==> config.mk <==
export PLATFORM = sky130hd
export DESIGN_NAME = dmem_arbiter
export DESIGN_NICKNAME = d
export VERILOG_FILES = /design/src/rtl/dmem_arbiter.sv
export SDC_FILE = /design/constraint.sdc
export NUM_CORES = 1
export LEC_CHECK = 0
export ABC_AREA = 1
export BUFFER_PORTS_ARGS = -buffer_cell sky130_fd_sc_hd__clkbuf_2
export CAP_MARGIN = 20
export CORE_UTILIZATION = 38
export DETAILED_ROUTE_END_ITERATION = 16
export PLACE_DENSITY = 0.72
export SLEW_MARGIN = 20
export SYNTH_ARGS = -nofsm -noshare
export SYNTH_HDL_FRONTEND = slang
export SYNTH_SLANG_ARGS = --single-unit
==> constraint.sdc <==
create_clock -name clk -period 2.2 [get_ports clk]
set_input_delay 0.55 -clock clk [delete_from_list [all_inputs] [get_ports clk]]
set_output_delay 0.55 -clock clk [all_outputs]
set_load 0.005 [all_outputs]
==> src/rtl/dmem_arbiter.sv <==
// dmem_arbiter: shares one single-port data memory between the CPU load/store
// port (priority) and an external burst requester with starvation protection.
module dmem_arbiter #(
  parameter int unsigned AW           = 12,
  parameter int unsigned DW           = 8,
  parameter int unsigned STARVE_LIMIT = 8
) (
  input  logic          clk,
  input  logic          reset,
  input  logic          cpu_mem_en,
  input  logic          cpu_mem_rd,
  input  logic          cpu_mem_wr,
  input  logic [AW-1:0] cpu_mem_addr,
  input  logic [DW-1:0] cpu_mem_wdata,
  output logic [DW-1:0] cpu_mem_rdata,
  output logic          cpu_stall,
  input  logic          ext_req,
  input  logic          ext_wr,
  input  logic [AW-1:0] ext_addr,
  input  logic [3:0]    ext_len,
  input  logic [DW-1:0] ext_wdata,
  output logic          ext_beat_ack,
  output logic [DW-1:0] ext_rdata,
  output logic          ext_rdata_vld,
  output logic          ext_busy,
  output logic          ext_done,
  output logic          mem_en,
  output logic          mem_rd,
  output logic          mem_wr,
  output logic [AW-1:0] mem_addr,
  output logic [DW-1:0] mem_wdata,
  input  logic [DW-1:0] mem_rdata
);

  localparam int unsigned CW = 4;

  typedef enum logic [1:0] {
    S_IDLE   = 2'd0,
    S_ACTIVE = 2'd1,
    S_DRAIN  = 2'd2
  } state_t;

  state_t        state, state_nxt;
  logic [AW-1:0] base;
  logic [CW-1:0] len;
  logic          wr;
  logic [CW-1:0] beat_cnt;
  logic [CW-1:0] starve_cnt;
  logic          rd_pend;

  logic          accept;
  logic          ext_beat;
  logic          cpu_win;

  // State register
  always_ff @(posedge clk) begin
    if (reset) state <= S_IDLE;
    else       state <= state_nxt;
  end

  // Next state, arbitration and memory-port mux
  always_comb begin
    state_nxt     = state;
    accept        = 1'b0;
    ext_beat      = 1'b0;
    cpu_stall     = (state == S_ACTIVE) && (starve_cnt == CW'(STARVE_LIMIT));
    ext_busy      = (state != S_IDLE);
    ext_done      = (state == S_DRAIN);
    ext_rdata_vld = rd_pend;
    ext_rdata     = mem_rdata;
    cpu_mem_rdata = mem_rdata;

    case (state)
      S_IDLE: begin
        if (ext_req) begin
          accept    = 1'b1;
          state_nxt = S_ACTIVE;
        end
      end
      S_ACTIVE: begin
        ext_beat = (!cpu_mem_en || cpu_stall) && !reset;
        if (ext_beat && (beat_cnt == len)) state_nxt = S_DRAIN;
      end
      S_DRAIN:  state_nxt = S_IDLE;
      default:  state_nxt = S_IDLE;
    endcase

    cpu_win      = cpu_mem_en && !ext_beat && !reset;
    ext_beat_ack = ext_beat;

    if (ext_beat) begin
      mem_en    = 1'b1;
      mem_rd    = !wr;
      mem_wr    = wr;
      mem_addr  = base + AW'(beat_cnt);
      mem_wdata = ext_wdata;
    end else begin
      // Idle cycles still present the CPU address/data; only the strobes drop.
      mem_en    = cpu_win;
      mem_wr    = cpu_win && cpu_mem_wr;
      mem_rd    = cpu_win && cpu_mem_rd && !cpu_mem_wr;
      mem_addr  = cpu_mem_addr;
      mem_wdata = cpu_mem_wdata;
    end
  end

  // Burst bookkeeping: latched request, beat and starvation counters
  always_ff @(posedge clk) begin
    if (reset) begin
      base       <= '0;
      len        <= '0;
      wr         <= 1'b0;
      beat_cnt   <= '0;
      starve_cnt <= '0;
      rd_pend    <= 1'b0;
    end else begin
      rd_pend <= ext_beat && !wr;
      if (accept) begin
        base       <= ext_addr;
        len        <= ext_len;
        wr         <= ext_wr;
        beat_cnt   <= '0;
        starve_cnt <= '0;
      end else if (ext_beat) begin
        beat_cnt   <= beat_cnt + CW'(1);
        starve_cnt <= '0;
      end else if ((state == S_ACTIVE) && cpu_win &&
                   (starve_cnt != CW'(STARVE_LIMIT))) begin
        starve_cnt <= starve_cnt + CW'(1);
      end
    end
  end

endmodule

# [Word level (Yosys, flattened, before mapping)]
# Cells that the tools add are included.
[classes] add_sub_neg=3 n_eq_ne=7 mux=11 n_reduce_logical=22
[op_table] op="$add A12 B4 Y12" count=1
[op_table] op="$mux W12" count=1
[op_table] op="$logic_and A1 B1 Y1" count=11
[op_table] op="$add A4 B1 Y4 const B" count=2
[op_table] op="$mux W8" count=1
[op_table] op="$mux W1" count=6
[op_table] op="$logic_not A1 Y1" count=5
[op_table] op="$eq A4 B4 Y1" count=1
[op_table] op="$eq A4 B4 Y1 const B" count=1
[op_table] op="$mux W2" count=2
[op_table] op="$ne A2 B2 Y1 const B" count=2
[op_table] op="$ne A4 B4 Y1 const B" count=1
[op_table] op="$pmux W2 S2" count=1
[op_table] op="$reduce_or A3 Y1" count=1
[op_table] op="$eq A2 B1 Y1 const B" count=1
[op_table] op="$eq A2 B2 Y1 const B" count=1
[op_table] op="$logic_not A2 Y1" count=1
[op_table] op="$reduce_and A2 Y1" count=1
[op_table] op="$reduce_bool A2 Y1" count=1
[op_table] op="$reduce_or A2 Y1" count=1
[op_table] op="$logic_or A1 B1 Y1" count=1
[totals] regBits=28 input_bits=59 out_inout_bits=44 word_cells=50

# [Longest topological paths before layout]
# Gate-level depths: netlist (run 1).
[depth] word_depth=11 ltp_mapped=11 ltp_nobuf=10

# [Least setup slack after synthesis (run 1)]
# OpenSTA, ideal clock, no wires.
[synth_path] path_type="register to output" start="reg beat_cnt[0]" end="out mem_addr[6]" arrival_time_ns=1.592 t_required_ns=1.650 slack_ns=0.058 path_stages_with_launch=8 path_buffers=0 path_cell_list="dfxtp_1 -> ha_1 -> inv_1 -> fa_1 -> o21ai_2 -> a21boi_0 -> o21ai_1 -> nand2_1"
[synth_between] elab_chain_cells=2
[synth_rtl] item="start, declared" line="47" text="logic [CW-1:0] beat_cnt;"
[synth_rtl] item="start signal, assigned" line="125" text="beat_cnt <= beat_cnt + CW'(1);"
[synth_rtl] item="$add A12 B4 Y12" line="95" text="mem_addr = base + AW'(beat_cnt);"
[synth_rtl] item="$mux W12" line="91" text="if (ext_beat) begin"
[synth_rtl] item="end, declared" line="30" text="output logic [AW-1:0] mem_addr,"
# Every way passes these cells.

# [Worst setup path after layout (run 1)]
[layout_path] start="reg base[0]" end="out mem_addr[8]"
[layout_between] elab_chain_cells=2
[layout_rtl] item="start, declared" line="44" text="logic [AW-1:0] base;"
[layout_rtl] item="start signal, assigned" line="119" text="base <= ext_addr;"
[layout_rtl] item="$add A12 B4 Y12" line="95"
[layout_rtl] item="$mux W12" line="91"
# Every way passes these cells.

==> results of run 1 <==
[cells in the mapped netlist, drive strengths merged]
master	n	area (um^2)
inv	28	107.6
buf	22	161.4
xnor2	7	61.31
nand3	19	107.6
nand3b	2	15.01
o21ai	24	123.9
o22ai	1	6.260
nand4	3	18.77
ha	7	87.58
xor2	3	26.28
fa	1	20.02
a21oi	16	80.08
nand2	98	385.4
clkbuf	3	11.26
dfxtp	28	560.5
a21boi	1	7.510
nor2	43	163.9
[flip-flops by register name, summed over array words and instances, names as in the netlist]
signal	flops
ext_rdata_vld	1
base	12
len	4
state	2
wr	1
beat_cnt	4
starve_cnt	4
[logic make-up (layout without fill, tap and decap cells)]
kind of cell,count (synthesis),in the layout,share of synthesized area
compound gates,42,42,0.1120
xor+xnor,10,10,0.04505
buf+inv,53,133,0.1441
simple gates,165,165,0.3552
flops,28,28,0.2883
fa+ha+maj,8,8,0.05534
[where the power goes]
| part | total (mW) | leakage [nW] | switching (mW) | internal (mW) |
|---|---|---|---|---|
| sequential | 0.571 | 0.232 | 0.0302 | 0.541 |
| combinational | 0.324 | 1.15 | 0.171 | 0.153 |
| clock | 0.279 | 0.0216 | 0.156 | 0.123 |
[metal layers]
| layer | up-vias | wire [um] | global-route usage | part of all wire |
|---|---|---|---|---|
| li1 | 1107 | - | - | - |
| met1 | 936 | 2362 | 0.2234 | 0.46 |
| met2 | 78 | 2366 | 0.2936 | 0.46 |
| met3 | 10 | 337 | 0.02058 | 0.065 |
| met4 | 0 | 109 | 0.07906 | 0.021 |
| met5 | - | 0 | 0 | 0 |
[what timing repair did]
item	CTS	global route
endpoints found under the setup margin	24	24
pin swaps	9	13
cloned	4	1
buffers inserted	6	7
hold buffers	0	0
gates resized for setup	45	38
[path summary, 6_finish.rpt]
check                              startpoint             to  cells past startpoint
worst max-delay path                  base[0]    mem_addr[8]                      9
worst min-delay path                    reset       state[0]                      2
worst max register to register  starve_cnt[0]  starve_cnt[0]                     12
worst min register to register         len[0]         len[0]                      2
[placed cells by master (no fill, tap or decap), types with 2 or more instances in the layout]
master	n
xor2_1	3
buf_2	5
o21ai_1	3
nand2_1	73
buf_4	15
clkbuf_8	3
inv_2	3
nand2_4	9
dfxtp_2	4
dfxtp_1	24
nand3_2	4
ha_1	4
ha_4	3
nor2_1	41
buf_8	2
buf_12	4
o21ai_0	18
nand3b_1	2
clkinv_8	3
clkbuf_2	72
o21ai_2	2
nand4_1	3
inv_1	23
nand2_2	16
a21oi_1	15
nand3_1	14
xnor2_1	7
[area by class of cell]
type	count	area share
repair buffers	100	0.2323
clock buffers	3	0.01488
repair inverters	2	0.01173
flip-flops and latches	28	0.2039
multi-input cells	225	0.4637
inverters	28	0.04330
well taps	67	0.03022
[metrics by stage]
step           std cells  hold slack (ns)   TNS, ns
3_5_place_dp         435           0.4614  -0.05076
2_1_floorplan        306           0.4441         0
5_1_grt              453           0.5168    -3.536
4_1_cts              448           0.4745    -1.479
3_3_place_gp         435           0.4631         0
6_report             453           0.5013    -1.820
==> flow_summary.json, run 1 <==
{
  "status": "complete, but fails checks",
  "ys_types": 27,
  "drc_errors": 0,
  "io_pins": 103,
  "syn_area_um2": 1944,
  "first_pass_iters": 4,
  "clock_skew_ns": 0.01097,
  "fin_crit_ns": 2.342,
  "end_kind": "output pin",
  "grt_use_total": 0.1748,
  "dp_worst_setup_slack_ns": -0.03247,
  "die-area_um2": 5407,
  "first_global_vias": 1795,
  "setup_viol": 22,
  "ir_worst_vdd_v": 0.0002560,
  "violations": "setup timing",
  "overflow": 0,
  "vias_per_cell": 4.704,
  "rows": 25,
  "final_core_util": 0.5758,
  "dp_hpwl_um": 3407,
  "rsz0062_at_grt": "yes",
  "routed_wl_um": 5175,
  "worstPathArrival_ns": 1.79,
  "crit_fanout": 7,
  "cts_buffers": 3,
  "power_mw": 1.174,
  "nets": 455,
  "antennaDiodeCount": 0,
  "grt_max_degree": 19,
  "syn_avg_cell_area_um2": 6.354,
  "dpl_cell_area_um2": 2313,
  "grt_pass1_wl_um": 7472,
  "slowest_delay_ns": 0.37,
  "io_buffer_count": 78,
  "cts_sinks": 28,
  "cts_root_buf": "clkbuf_8",
  "p_leak_nw": 1.406,
  "antenna_found_initial": 0,
  "cp-start-kind": "register",
  "core_um2": 4817,
  "hold_violations": 0,
  "regArea_um2": 565.5,
  "syn_nets": 373,
  "path_cells": "ha_4, inv_2, fa_2, o21ai_4, nand3_1, nand2_1, nand3_1, nand2_1, clkbuf_2",
  "start_util": 0.4036,
  "wire_per_inst_um": 11.42,
  "vias": 2131,
  "hp-class": "in2reg",
  "clk_path_buf_depth": 2,
  "critical_path_required_ns": 1.65,
  "cts_tree": "built",
  "multiInputGateArea_um2": 1286,
  "final_max_slew_viol_count": 0,
  "fin_ws_ns": -0.1416,
  "nFillCells": 485,
  "cellPowerDensity_nw_per_um2": 423.3,
  "worst-setup-path-type": "reg2out",
  "areaGrowthSynthToFinish_pct": 42.66,
  "drt_iter0_markers": 72,
  "fin_crit_sh": 1.064,
  "antenna_left": 0,
  "die_w_um": 73.53,
  "worst-r2r-setup-slack_ns": 0.47,
  "path_buf_inv": 2,
  "clk_latency_ns": 0.28,
  "clk_pin_slew_ns": 0.10,
  "die_h_um": 73.53,
  "postLayoutCellArea_um2": 2774,
  "htree_levels": 1,
  "ys_seq_area_frac": 0.2883,
  "layout-drive-gt1-share": 0.4016,
  "gp_congestion": 0.8475,
  "worst_slew_pin_slew_ns": 0.3718,
  "critical-path-slowest-cell": "dfxtp_2",
  "timing.fmax_mhz": 427.1,
  "synth_seq_cells": 28,
  "relSlewSlack": 0.7519,
  "drv_cap": 0,
  "syn_inst": 306,
  "yosys_warnings": 0,
  "path_delay_family": "adder cells"
}
Power figures use the tool's default switching activity.
==> run 2: changes to the inputs <==
--- a/config.mk
+++ b/config.mk
@@ -8,9 +8,9 @@
 export ABC_AREA = 1
 export BUFFER_PORTS_ARGS = -buffer_cell sky130_fd_sc_hd__clkbuf_2
 export CAP_MARGIN = 20
-export CORE_UTILIZATION = 38
+export CORE_UTILIZATION = 45
 export DETAILED_ROUTE_END_ITERATION = 16
-export PLACE_DENSITY = 0.72
+export PLACE_DENSITY = 0.8
 export SLEW_MARGIN = 20
 export SYNTH_ARGS = -nofsm -noshare
 export SYNTH_HDL_FRONTEND = slang
==> constraint.sdc (replaced) <==
create_clock -name clk -period 2.45 [get_ports clk]
set_input_delay 0.1225 -clock clk [delete_from_list [all_inputs] [get_ports clk]]
set_output_delay 0.1225 -clock clk [all_outputs]
set_load 0.005 [all_outputs]
==> flow_summary.json, run 2 (synthesis results as in run 1) <==
{
  "ir_worst_vdd_v": 0.0002959,
  "r2r_start": "starve_cnt[0]",
  "final_max_slew_viol_count": 0,
  "grt_pass1_wl_um": 6886,
  "grt_max_degree": 26,
  "drt_iter0_markers": 95,
  "cts_sinks": 28,
  "clk_path_buf_depth": 2,
  "overflow": 0,
  "antennaDiodeCount": 0,
  "hp-class": "in2reg",
  "die_h_um": 67.73,
  "die-area_um2": 4587,
  "clock_skew_ns": 0.006532,
  "worstPathArrival_ns": 2.12,
  "fin_ws_ns": 0.2025,
  "areaGrowthSynthToFinish_pct": 18.08,
  "path_delay_family": "adder cells",
  "timing.rr.end": "beat_cnt[3]",
  "post_cts_resized": 0,
  "crit_fanout": 7,
  "cts_root_buf": "clkbuf_8",
  "antenna_left": 0,
  "path_cells": "ha_1, inv_1, fa_1, o21ai_4, a21boi_0, o21ai_1, nand2_1, clkbuf_2",
  "end_kind": "output pin",
  "worst-r2r-setup-slack_ns": 0.72,
  "start_util": 0.4758,
  "cp-start-kind": "register",
  "largest_register_ffs": 12,
  "critical_path_required_ns": 2.33,
  "grt_use_met3": 0.01858,
  "clk_latency_ns": 0.27,
  "io_buffer_count": 78,
  "drc_errors": 0,
  "cts_buffers": 3,
  "grt_use_total": 0.1968,
  "top_register": "base",
  "drv_cap": 0,
  "grt_busiest_layer": "met2",
  "first_pass_iters": 4,
  "dp_worst_setup_slack_ns": 0.4766,
  "final_cell_mix": "nand2_1 (95), clkbuf_2 (78), nor2_1 (42)",
  "hold_violations": 0,
  "clk_pin_slew_ns": 0.09,
  "io_pins": 103,
  "min-delay-start": "reset",
  "post-cts-setup-buffers": 0,
  "status": "complete, no violations",
  "ctsHoldBuffers": 0,
  "crit_start": "beat_cnt[0]",
  "relSlewSlack": 0.7709,
  "antenna_found_initial": 0,
  "setup_viol": 0,
  "final_common_cell": "nand2_1",
  "die_w_um": 67.73,
  "min_path_cells": 2,
  "layout-drive-gt1-share": 0.2521,
  "final.setup.tns_ns": 0,
  "fin_crit_ns": 2.247,
  "grt_use_met1": 0.2530,
  "cts_tree": "built",
  "hold_end": "state[0]",
  "gp_congestion": 0.8405,
  "core_um2": 4086,
  "nFillCells": 433,
  "nets": 434,
  "worst-setup-path-type": "reg2out",
  "cellPowerDensity_nw_per_um2": 429.7,
  "fin_crit_sh": 0.9173,
  "p_leak_nw": 1.214,
  "vias": 1994,
  "grt.met2_usage": 0.3218,
  "wire_per_inst_um": 10.00,
  "slowest_delay_ns": 0.44,
  "reg2reg_depth": 10,
  "worst_slew_pin_slew_ns": 0.3431,
  "htree_levels": 1,
  "timing.fmax_mhz": 444.9,
  "routed_wl_um": 4150,
  "first_global_vias": 1684,
  "path_buf_inv": 2,
  "critical-path-slowest-cell": "dfxtp_1",
  "vias_per_cell": 4.805,
  "rows": 23,
  "dp_hpwl_um": 3307,
  "rsz0062_at_grt": "no"
}
[run 2: cell types whose count changed in the layout (fill, tap and decap cells not counted), moves of 4 or more]
cell      change
buf_2         -5
nand2_2      -15
clkbuf_2      +6
nand2_4       -7
buf_12        -4
nand3_2       -4
nand2_1      +22
dfxtp_1       +4
nand3_1       +4
dfxtp_2       -4
buf_4        -12
[run 2: final cells by class]
cell class                      instances  area, um^2  area share
Timing Repair Buffer                   81       412.9      0.1798
Multi-Input combinational cell        225        1111      0.4839
Inverter                               28       107.6     0.04687
Sequential cell                        28       560.5      0.2441
Clock buffer                            3       41.29     0.01798
Tap cell                               50       62.56     0.02725
[run 2: metrics by stage]
stage | util | total power [mW] | instance area, um^2 | hold slack [ns] | cells
floorplan | - | 0.6739 | 1944 | 0.1916 | 306
global placement | 0.5499 | 0.7453 | 2247 | 0.2451 | 412
detailed placement | 0.5499 | 0.7513 | 2247 | 0.2451 | 412
CTS | 0.5600 | 0.9906 | 2288 | 0.08101 | 415
global route | 0.5618 | 1.049 | 2296 | 0.1008 | 415
finish | 0.5618 | 0.9865 | 2296 | 0.08174 | 415
[run 2: worst max path at each step]
stage | to | depth (start not counted) | slack, ns
after floorplan | mem_addr[6] | 7 | 0.74
after global placement | mem_addr[6] | 8 | 0.55
after detailed placement | mem_addr[6] | 8 | 0.48
after CTS | mem_addr[6] | 8 | 0.17
after global routing | mem_addr[6] | 9 | 0.02
final | mem_addr[6] | 8 | 0.20
[run 2: power by group]
| part | switching, mW | leakage, nW | internal [mW] | total (mW) |
|---|---|---|---|---|
| registers | 0.0271 | 0.230 | 0.485 | 0.512 |
| clock network | 0.136 | 0.0216 | 0.110 | 0.247 |
| logic | 0.123 | 0.962 | 0.104 | 0.228 |
| total | 0.287 | 1.21 | 0.700 | 0.986 |
[run 2: metal layers]
metal	wire [um]	part of all wire
met5	0	0
met4	101	0.024
met3	245	0.059
met2	1776	0.43
met1	2026	0.49
